### src/rtl/tp_pkg.sv
// tp_pkg: shared download state type and the default TP ROM region map
package tp_pkg;
  typedef enum logic [1:0] {IDLE, LOAD, DRAIN, HOLD} dl_state_t;
  localparam int TP_ADDR_W = 16;
  localparam int TP_NREG = 4;
  localparam int RGN_MAIN = 0;
  localparam int RGN_SND = 1;
  localparam int RGN_CHR = 2;
  localparam int RGN_SPR = 3;
  localparam logic [15:0] MAIN_BASE = 16'h0000;
  localparam logic [15:0] MAIN_SIZE = 16'h7000;
  localparam logic [15:0] SND_BASE = 16'h7000;
  localparam logic [15:0] SND_SIZE = 16'h1000;
  localparam logic [15:0] CHR_BASE = 16'h8000;
  localparam logic [15:0] CHR_SIZE = 16'h2000;
  localparam logic [15:0] SPR_BASE = 16'hA000;
  localparam logic [15:0] SPR_SIZE = 16'h2000;
  localparam logic [63:0] TP_REG_BASE = {SPR_BASE, CHR_BASE, SND_BASE, MAIN_BASE};
  localparam logic [15:0] TP_TOTAL = SPR_BASE + SPR_SIZE;
endpackage

### src/rtl/rom_region_decode.sv
// rom_region_decode: byte address -> {valid, one-hot region select, offset within region}
module rom_region_decode #(
  parameter int ADDR_W = 16,
  parameter int NREG = 4,
  parameter logic [NREG*ADDR_W-1:0] REG_BASE = '0,
  parameter logic [ADDR_W-1:0] TOTAL = '1
) (
  input  logic [24:0]       addr,
  output logic              valid,
  output logic [NREG-1:0]   sel,
  output logic [ADDR_W-1:0] offset
);
  logic [ADDR_W-1:0] a;
  logic hi_ok;
  logic [ADDR_W-1:0] off [NREG];
  assign a = addr[ADDR_W-1:0];
  assign hi_ok = addr[24:ADDR_W] == '0;
  // an address below the base wraps to a huge offset, so one compare covers both bounds
  for (genvar g = 0; g < NREG; g++) begin : g_rgn
    logic [ADDR_W-1:0] lim;
    if (g == NREG - 1) begin : g_last
      assign lim = TOTAL;
    end else begin : g_mid
      assign lim = REG_BASE[(g+1)*ADDR_W +: ADDR_W];
    end
    assign off[g] = a - REG_BASE[g*ADDR_W +: ADDR_W];
    assign sel[g] = hi_ok && off[g] < (lim - REG_BASE[g*ADDR_W +: ADDR_W]);
  end
  assign valid = |sel;
  always_comb begin
    offset = '0;
    for (int i = 0; i < NREG; i++) offset = offset | (sel[i] ? off[i] : '0);
  end
endmodule

### src/rtl/rom_download_sequencer.sv
// rom_download_sequencer: routes ioctl download bytes to ROM regions over a req/ack port
// with a one-entry skid, HPS back-pressure and a core reset held through a settle period.
module rom_download_sequencer
  import tp_pkg::*;
#(
  parameter int ADDR_W = TP_ADDR_W,
  parameter int NREG = TP_NREG,
  parameter logic [NREG*ADDR_W-1:0] REG_BASE = TP_REG_BASE,
  parameter logic [ADDR_W-1:0] TOTAL = TP_TOTAL,
  parameter int RST_HOLD = 64
) (
  input  logic              clk_sys,
  input  logic              reset,
  input  logic              ioctl_download,
  input  logic              ioctl_wr,
  input  logic [24:0]       ioctl_addr,
  input  logic [7:0]        ioctl_dout,
  output logic              ioctl_wait,
  output logic              mem_req,
  input  logic              mem_ack,
  output logic [NREG-1:0]   mem_sel,
  output logic [ADDR_W-1:0] mem_addr,
  output logic [7:0]        mem_data,
  output logic              core_reset,
  output logic              dl_done,
  output logic              dl_err
);
  localparam int HW = $clog2(RST_HOLD + 1);
  dl_state_t state, state_d;
  logic [HW-1:0] hold_cnt;
  logic dec_valid;
  logic [NREG-1:0] dec_sel;
  logic [ADDR_W-1:0] dec_off;
  logic skid_v;
  logic [NREG-1:0] skid_sel;
  logic [ADDR_W-1:0] skid_addr;
  logic [7:0] skid_data;
  logic wr_ok, ack, take, to_port, to_skid, drop, req_d, skid_d, hold_end, start;

  rom_region_decode #(
    .ADDR_W(ADDR_W), .NREG(NREG), .REG_BASE(REG_BASE), .TOTAL(TOTAL)
  ) u_dec (
    .addr(ioctl_addr), .valid(dec_valid), .sel(dec_sel), .offset(dec_off)
  );

  assign wr_ok = ioctl_wr && state == LOAD;
  assign ack = mem_req && mem_ack;
  assign take = wr_ok && dec_valid && !skid_v;
  assign to_port = take && (!mem_req || mem_ack);
  assign to_skid = take && mem_req && !mem_ack;
  assign drop = wr_ok && (!dec_valid || skid_v);
  assign req_d = (mem_req && !mem_ack) || (ack && skid_v) || to_port;
  assign skid_d = to_skid || (skid_v && !ack);
  assign hold_end = hold_cnt == HW'(RST_HOLD - 1);
  assign start = state == IDLE && ioctl_download;
  assign core_reset = reset || state != IDLE;

  always_comb begin
    state_d = state;
    unique case (state)
      IDLE:    state_d = ioctl_download ? LOAD : IDLE;
      LOAD:    state_d = ioctl_download ? LOAD : DRAIN;
      DRAIN:   state_d = ioctl_download ? LOAD : (!mem_req && !skid_v) ? HOLD : DRAIN;
      HOLD:    state_d = ioctl_download ? LOAD : hold_end ? IDLE : HOLD;
      default: state_d = IDLE;
    endcase
  end

  always_ff @(posedge clk_sys) begin
    if (reset) begin
      state <= IDLE;
      hold_cnt <= '0;
      ioctl_wait <= 1'b0;
      mem_req <= 1'b0;
      mem_sel <= '0;
      mem_addr <= '0;
      mem_data <= '0;
      skid_v <= 1'b0;
      skid_sel <= '0;
      skid_addr <= '0;
      skid_data <= '0;
      dl_done <= 1'b0;
      dl_err <= 1'b0;
    end else begin
      state <= state_d;
      hold_cnt <= (state == HOLD && state_d == HOLD) ? hold_cnt + 1'b1 : '0;
      dl_done <= state == HOLD && state_d == IDLE;
      dl_err <= start ? 1'b0 : (dl_err || drop);
      ioctl_wait <= req_d || skid_d;
      mem_req <= req_d;
      skid_v <= skid_d;
      if (ack && skid_v) begin
        mem_sel <= skid_sel;
        mem_addr <= skid_addr;
        mem_data <= skid_data;
      end else if (to_port) begin
        mem_sel <= dec_sel;
        mem_addr <= dec_off;
        mem_data <= ioctl_dout;
      end
      if (to_skid) begin
        skid_sel <= dec_sel;
        skid_addr <= dec_off;
        skid_data <= ioctl_dout;
      end
    end
  end
endmodule
### config.mk
export PLATFORM = sky130hd
export DESIGN_NAME = rom_download_sequencer
export DESIGN_NICKNAME = d
export VERILOG_FILES = /design/src/rtl/tp_pkg.sv /design/src/rtl/rom_region_decode.sv /design/src/rtl/rom_download_sequencer.sv
export SDC_FILE = /design/constraint.sdc
export NUM_CORES = 1
export LEC_CHECK = 0
export CORE_ASPECT_RATIO = 0.6
export CORE_MARGIN = 2
export CORE_UTILIZATION = 50
export CTS_CLUSTER_DIAMETER = 100
export CTS_CLUSTER_SIZE = 20
export DETAILED_ROUTE_END_ITERATION = 8
export GPL_ROUTABILITY_DRIVEN = 0
export GPL_TIMING_DRIVEN = 1
export PLACE_DENSITY = 0.77
export SLEW_MARGIN = 20
export SYNTH_ARGS = -nofsm -noshare
export SYNTH_HDL_FRONTEND = slang
export SYNTH_SLANG_ARGS = --single-unit
### constraint.sdc
create_clock -name clk_sys -period 2.4 [get_ports clk_sys]
set_input_delay 0.24 -clock clk_sys [delete_from_list [all_inputs] [get_ports clk_sys]]
set_output_delay 0.24 -clock clk_sys [all_outputs]
set_load 0.005 [all_outputs]
Word-level counts from Yosys, hierarchy flattened
Cells that the tools add are included.
Widths: inputs -> output; s select.
{ "totals": {"regBits": 70, "in_bits": 38, "out_inout_bits": 33, "wordCells": 87} }
{ "op_classes": {"add_sub_neg": 4, "magnitude_cmp": 4, "eq_ne": 5, "muxes": 17, "bitwise": 4, "reduce_logical": 40} }
{ "op_table": {"columns": ["operator", "n"], "rows": [
  ["$mux 16", 6],
  ["$or 16x16->16", 3],
  ["$lt 16x14->1 const B", 2],
  ["$sub 16x16->16 const B", 2],
  ["$logic_and 1x1->1", 19],
  ["$lt 16x13->1 const B", 1],
  ["$lt 16x15->1 const B", 1],
  ["$mux 8", 2],
  ["$sub 16x15->16 const B", 1],
  ["$logic_not 9->1", 1],
  ["$logic_or 1x1->1", 8],
  ["$mux 2", 4],
  ["$mux 4", 2],
  ["$pmux 2 s4", 1],
  ["$add 7x1->7 const B", 1],
  ["$eq 7x6->1 const B", 1],
  ["$eq 2x2->1 const B", 3],
  ["$logic_not 1->1", 5],
  ["$logic_not 2->1", 2],
  ["$reduce_bool 2->1", 2],
  ["$reduce_or 2->1", 2],
  ["$reduce_or 4->1", 1],
  ["$eq 2x1->1 const B", 1],
  ["$mux 1", 2],
  ["$not 1->1", 1]
]} }

Longest topological paths before layout
{ "depth": {"word_depth": 10, "mapped_depth": 10} }

Cells and area by module
A second synthesis with hierarchy kept.
{ "unflattened": {"cells_unflattened": 381, "area_unflattened_um2": 3782.4} }
{ "by_module_without_submodules": {"columns": ["mod", "instances", "cells_each", "area_each_um2", "seq_area_each_um2"], "rows": [
  ["rom_download_sequencer", 1, 312, 3278.1, 1401.3],
  ["rom_region_decode", 1, 69, 504.2, 0.0]
]} }

Worst setup path after synthesis
Ideal clock, no wire load.
{ "synth_timing": {"kind": "input to register", "from": "in ioctl_addr[14]", "to": "reg skid_addr[14]", "setup_time_ns": 0.070, "t_arrival_ns": 2.015, "t_required_ns": 2.330, "path_slack_ns": 0.315, "path_stages": 9, "path_cell_list": "buf_2 inv_1 ha_1 xor2_2 a311oi_4 a2111oi_4 buf_6 nand3_1 a21oi_1"} }
{ "synth_via": {"elab_chain_len": 8, "word_cells_on_any_way": 23} }
{ "synth_lines": {"columns": ["element", "line_no", "text"], "rows": [
  ["from (decl)", "rom_download_sequencer.sv:16", "input logic [24:0] ioctl_addr,"],
  ["$sub 16x15->16 or $sub 16x16->16 (tied branches)", "rom_region_decode.sv:26", "assign off[g] = a - REG_BASE[g*ADDR_W +: ADDR_W];"],
  ["$lt 16x13->1 or $lt 16x14->1 (tied branches)", "rom_region_decode.sv:27", "assign sel[g] = hi_ok && off[g] < (lim - REG_BASE[g*ADDR_W +: ADDR_W]);"],
  ["$logic_and 1x1->1", "rom_region_decode.sv:27", null],
  ["$reduce_or 4->1", "rom_region_decode.sv:29", "assign valid = |sel;"],
  ["$logic_and 1x1->1 (2 in series)", "rom_download_sequencer.sv:48", "assign take = wr_ok && dec_valid && !skid_v;"],
  ["$logic_and 1x1->1 (2 in series)", "rom_download_sequencer.sv:50", "assign to_skid = take && mem_req && !mem_ack;"],
  ["to (signal assigned)", "rom_download_sequencer.sv:103", "skid_addr <= dec_off;"],
  ["to (decl)", "rom_download_sequencer.sv:36", "logic [ADDR_W-1:0] skid_addr;"]
]} }
Several ways; a longest one is shown, not always the timed one.
A chain may end at the register's enable or synchronous reset.

Final worst setup path
{ "layout_timing": {"from": "in ioctl_addr[13]", "to": "reg mem_addr[14]"} }
{ "layout_via": {"elab_chain_len": 9, "word_cells_on_any_way": 25} }
{ "layout_lines": {"columns": ["element", "line_no", "text"], "rows": [
  ["$sub 16x15->16", "rom_region_decode.sv:26", null],
  ["$lt 16x13->1", "rom_region_decode.sv:27", null],
  ["$logic_and 1x1->1", "rom_region_decode.sv:27", null],
  ["$mux 16", "rom_region_decode.sv:32", "for (int i = 0; i < NREG; i++) offset = offset | (sel[i] ? off[i] : '0);"],
  ["$or 16x16->16 (3 in series)", "rom_region_decode.sv:32", null],
  ["$mux 16", "rom_download_sequencer.sv:96", "end else if (to_port) begin"],
  ["$mux 16", "rom_download_sequencer.sv:92", "if (ack && skid_v) begin"],
  ["to (signal assigned)", "rom_download_sequencer.sv:94", "mem_addr <= skid_addr;"],
  ["to (signal assigned)", "rom_download_sequencer.sv:98", "mem_addr <= dec_off;"],
  ["to (decl)", "rom_download_sequencer.sv:22", "output logic [ADDR_W-1:0] mem_addr,"]
]} }
Several ways; a longest one is shown, not always the timed one. The select of a mux whose other input is x is not followed.

==> impl_metrics.yaml <==
timing:
  period_needed_ps: 2190
  setup_violations: 0
  max_clock_freq_ghz: 0.457
  setup_ws_ps: 211
  worst_pin_slew_ps: 654
  hold_viol: 0
  min_period_over_period_pct: 91.2
  rsz0062_at_grt: "false"
  fin_skew_ps: 6.77
  relSlewSlack_pct: 56.4
  slew_violations: 0
synth:
  syn-num-nets: 398
  synthTopCellsByCount: "dfxtp_1 (70), nand2_1 (50), nor2_1 (45)"
  ys_async_sr_fraction_pct: 0
  synth_top_area_share_pct: 45.8
  syn_inst: 356
  synth.avg_cell_area_um2: 8.60
  ys_warn_count: 0
  yosys.area.top_type: "dfxtp_1"
  syn-cell-area_um2: 3060
  synth_cell_types: 39
  synth-edff-count: 0
  synth.most_common_cell: "dfxtp_1"
  synthFlopType: "dfxtp_1"
  ys_ff_latch: 70
  synth_area_leaders: "dfxtp_1 (46%), nand2_1 (6.1%), a21oi_1 (5.6%)"
  yosysSeqAreaShare_pct: 45.8
cts:
  cts_made_buffers: 9
  ctsHoldBuffers: 0
  ctsLongestPathBuffers: 2
  cts_tree: "done"
  clockRootBuffer: "clkbuf_8"
  htreeDepth: 3
  cts_resized: 0
  post_cts_buffers: 0
  cts_sinks: 70
  clk_latency_ps: 340
  cts.reportedPaths.clkPinSlew_ps: 70
route:
  via_count: 2816
  wl_per_cell_um: 14.3
  first_pass_iters: 4
  postRouteAntennaNets: 0
  routed_wl_mm: 7.48
  avgViaCountPerCell: 5.39
  initialDrtViolationCount: 128
  drc: 0
floorplanning:
  die_w_um: 105
  top_level_ports: 71
  rows: 22
  initial_core_util_pct: 51.0
  die_h_um: 64.6
  core-area_um2: 6000
  dieArea_um2: 6780
global_routing:
  grt_pass1_wl_mm: 12.4
  antenna_found_initial: 0
  grt_max_degree: 65
  grt_pass1_vias: 2648
  overflow: 0
  grt_usage_pct: 22.9
worst_setup_path:
  ff2ff_setup_slack_ps: 360
  cp-end-kind: "flop"
  cp.required_ps: 2640
  reg2reg_to: "mem_addr[4]"
  timing.rr.start: "state[0]"
  path_buf_inv: 3
  path_class: "in -> reg"
  r2r_cells: 6
  cp.arrival_ps: 2430
  cp_slowest_cell: "a311oi_4"
  path_cells: "clkdlybuf4s50_1 > inv_1 > ha_1 > xor2_2 > a311oi_4 > a211oi_4 > buf_12 > a21boi_0 > nor4_1"
  crit_fanout: 13
  crit_family: "compound AO/OA/AOI/OAI gates"
  startpoint_type: "input pin"
  critPathMaxStageDelay_ps: 540
cells_and_area:
  area_delta_synth_final_pct: 34.9
  drive_above_1_share_pct: 10.5
  final_core_util_pct: 68.8
  fillers: 511
  fin_nets: 475
  diodes: 0
placed_design:
  io_buffers: 70
  hpwl_mm: 5.12
  pre_cts_ws_ps: -140
power:
  power_frac_comb_pct: 6.5
  seqPwrFrac_pct: 51.7
  peakVddDrop_uv: 372
  swShare_pct: 22.4
  p_switching_mw: 0.505
  leakage_nw: 1.47
  p_int_mw: 1.75
  power_density_nw_per_um2: 546
  power_frac_clock_pct: 41.8
job:
  maxCapViolations: 0
run_status:
  status: "finished, final reports clean"
hold_path:
  min_to: "skid_data[3]"
  hold_path.startpoint: "skid_data[3]"
  hold_class: "reg -> reg"
  hold_depth: 2
sequential cells by signal, summed over array words and instances, names as in the netlist:
signal,cells
state,2
ioctl_wait,1
mem_req,1
skid_v,1
skid_data,8
dl_done,1
hold_cnt,7
skid_sel,4
dl_err,1
mem_data,8
mem_sel,4
mem_addr,16
skid_addr,16
power groups by stage:
stage / Clock (mW) / Combinational, mW / Sequential, mW
floorplan: 0 / 0.0532 / 1.19
global placement: 0 / 0.143 / 1.19
detailed placement: 0 / 0.145 / 1.19
CTS: 0.954 / 0.146 / 1.17
global route: 1.01 / 0.157 / 1.17
finish: 0.941 / 0.146 / 1.17
cells by family after synthesis:
logic type | after synthesis | synth area share [%]
buffers and inverters | 29 | 4.78
and+or+nand+nor | 157 | 22.9
xor gates and xnor gates | 5 | 1.68
adders and majority gates | 4 | 1.64
AOI/OAI and AO/OA | 77 | 18.7
DFF | 70 | 45.8
muxes | 14 | 4.58
placed cells by master, fill, tap and decap left out, drive strengths merged, types with 3 or more instances in the layout:
cell / synthesis / layout
and3: 3 / 3
inv: 3 / 3
nor2: 45 / 45
a21oi: 34 / 34
a21boi: 3 / 3
xnor2: 3 / 3
dfxtp: 70 / 70
a211oi: 20 / 20
clkbuf: 13 / 10
ha: 4 / 4
buf: 13 / 23
mux2i: 14 / 14
nor3: 29 / 29
nand2: 50 / 50
clkdlybuf4s50: 0 / 69
nand3: 18 / 18
nor4: 3 / 3
a2bb2oi: 12 / 12
clkinv: 0 / 4
worst max-delay path by stage:
stage,slack (ps),depth (start not counted),endpoint,startpoint
after floorplan,320,9,skid_addr[14],ioctl_addr[14]
after global placement,-70,8,ioctl_wait,ioctl_addr[13]
after detailed placement,-140,9,mem_addr[14],ioctl_addr[13]
after CTS,210,9,mem_addr[14],ioctl_addr[13]
after global routing,110,8,ioctl_wait,ioctl_addr[14]
final,210,9,mem_addr[14],ioctl_addr[13]
stage by stage:
step / cell area [µm²] / TNS [ps] / hold slack [ps] / total power [mW] / std cells
final: 4130 / 0 / 457 / 2.25 / 522
after global routing: 4130 / 0 / 469 / 2.33 / 522
after CTS: 4130 / 0 / 454 / 2.27 / 522
after detailed placement: 3930 / -3560 / 444 / 1.34 / 506
after global placement: 3930 / -1330 / 438 / 1.34 / 506
after floorplan: 3060 / 0 / 318 / 1.25 / 356
final cells by class:
cell class	instances	area, µm²	area share (%)
well taps	84	105	2.55
clock inverters	6	61.3	1.49
multi-input cells	257	1510	36.6
clock buffers	10	138	3.33
inverters	3	11.3	0.273
repair buffers	92	898	21.8
flip-flops and latches	70	1400	33.9
tightest hold or removal path, cell delays in order (launching register included):
cell and delay, ps:
dfxtp_1 320, nand2_1 50, a21oi_1 50
metal layers:
metal  share of wire [%]  GRT usage [%]  vias to the layer above
met5                   0              0                        -
met4                0.59           4.50                        0
met3                 6.4           8.25                        5
met2                  44           36.4                       80
met1                  49           30.2                     1324
li1                    -              -                     1407
No activity file was read; power rests on OpenSTA's default activity.
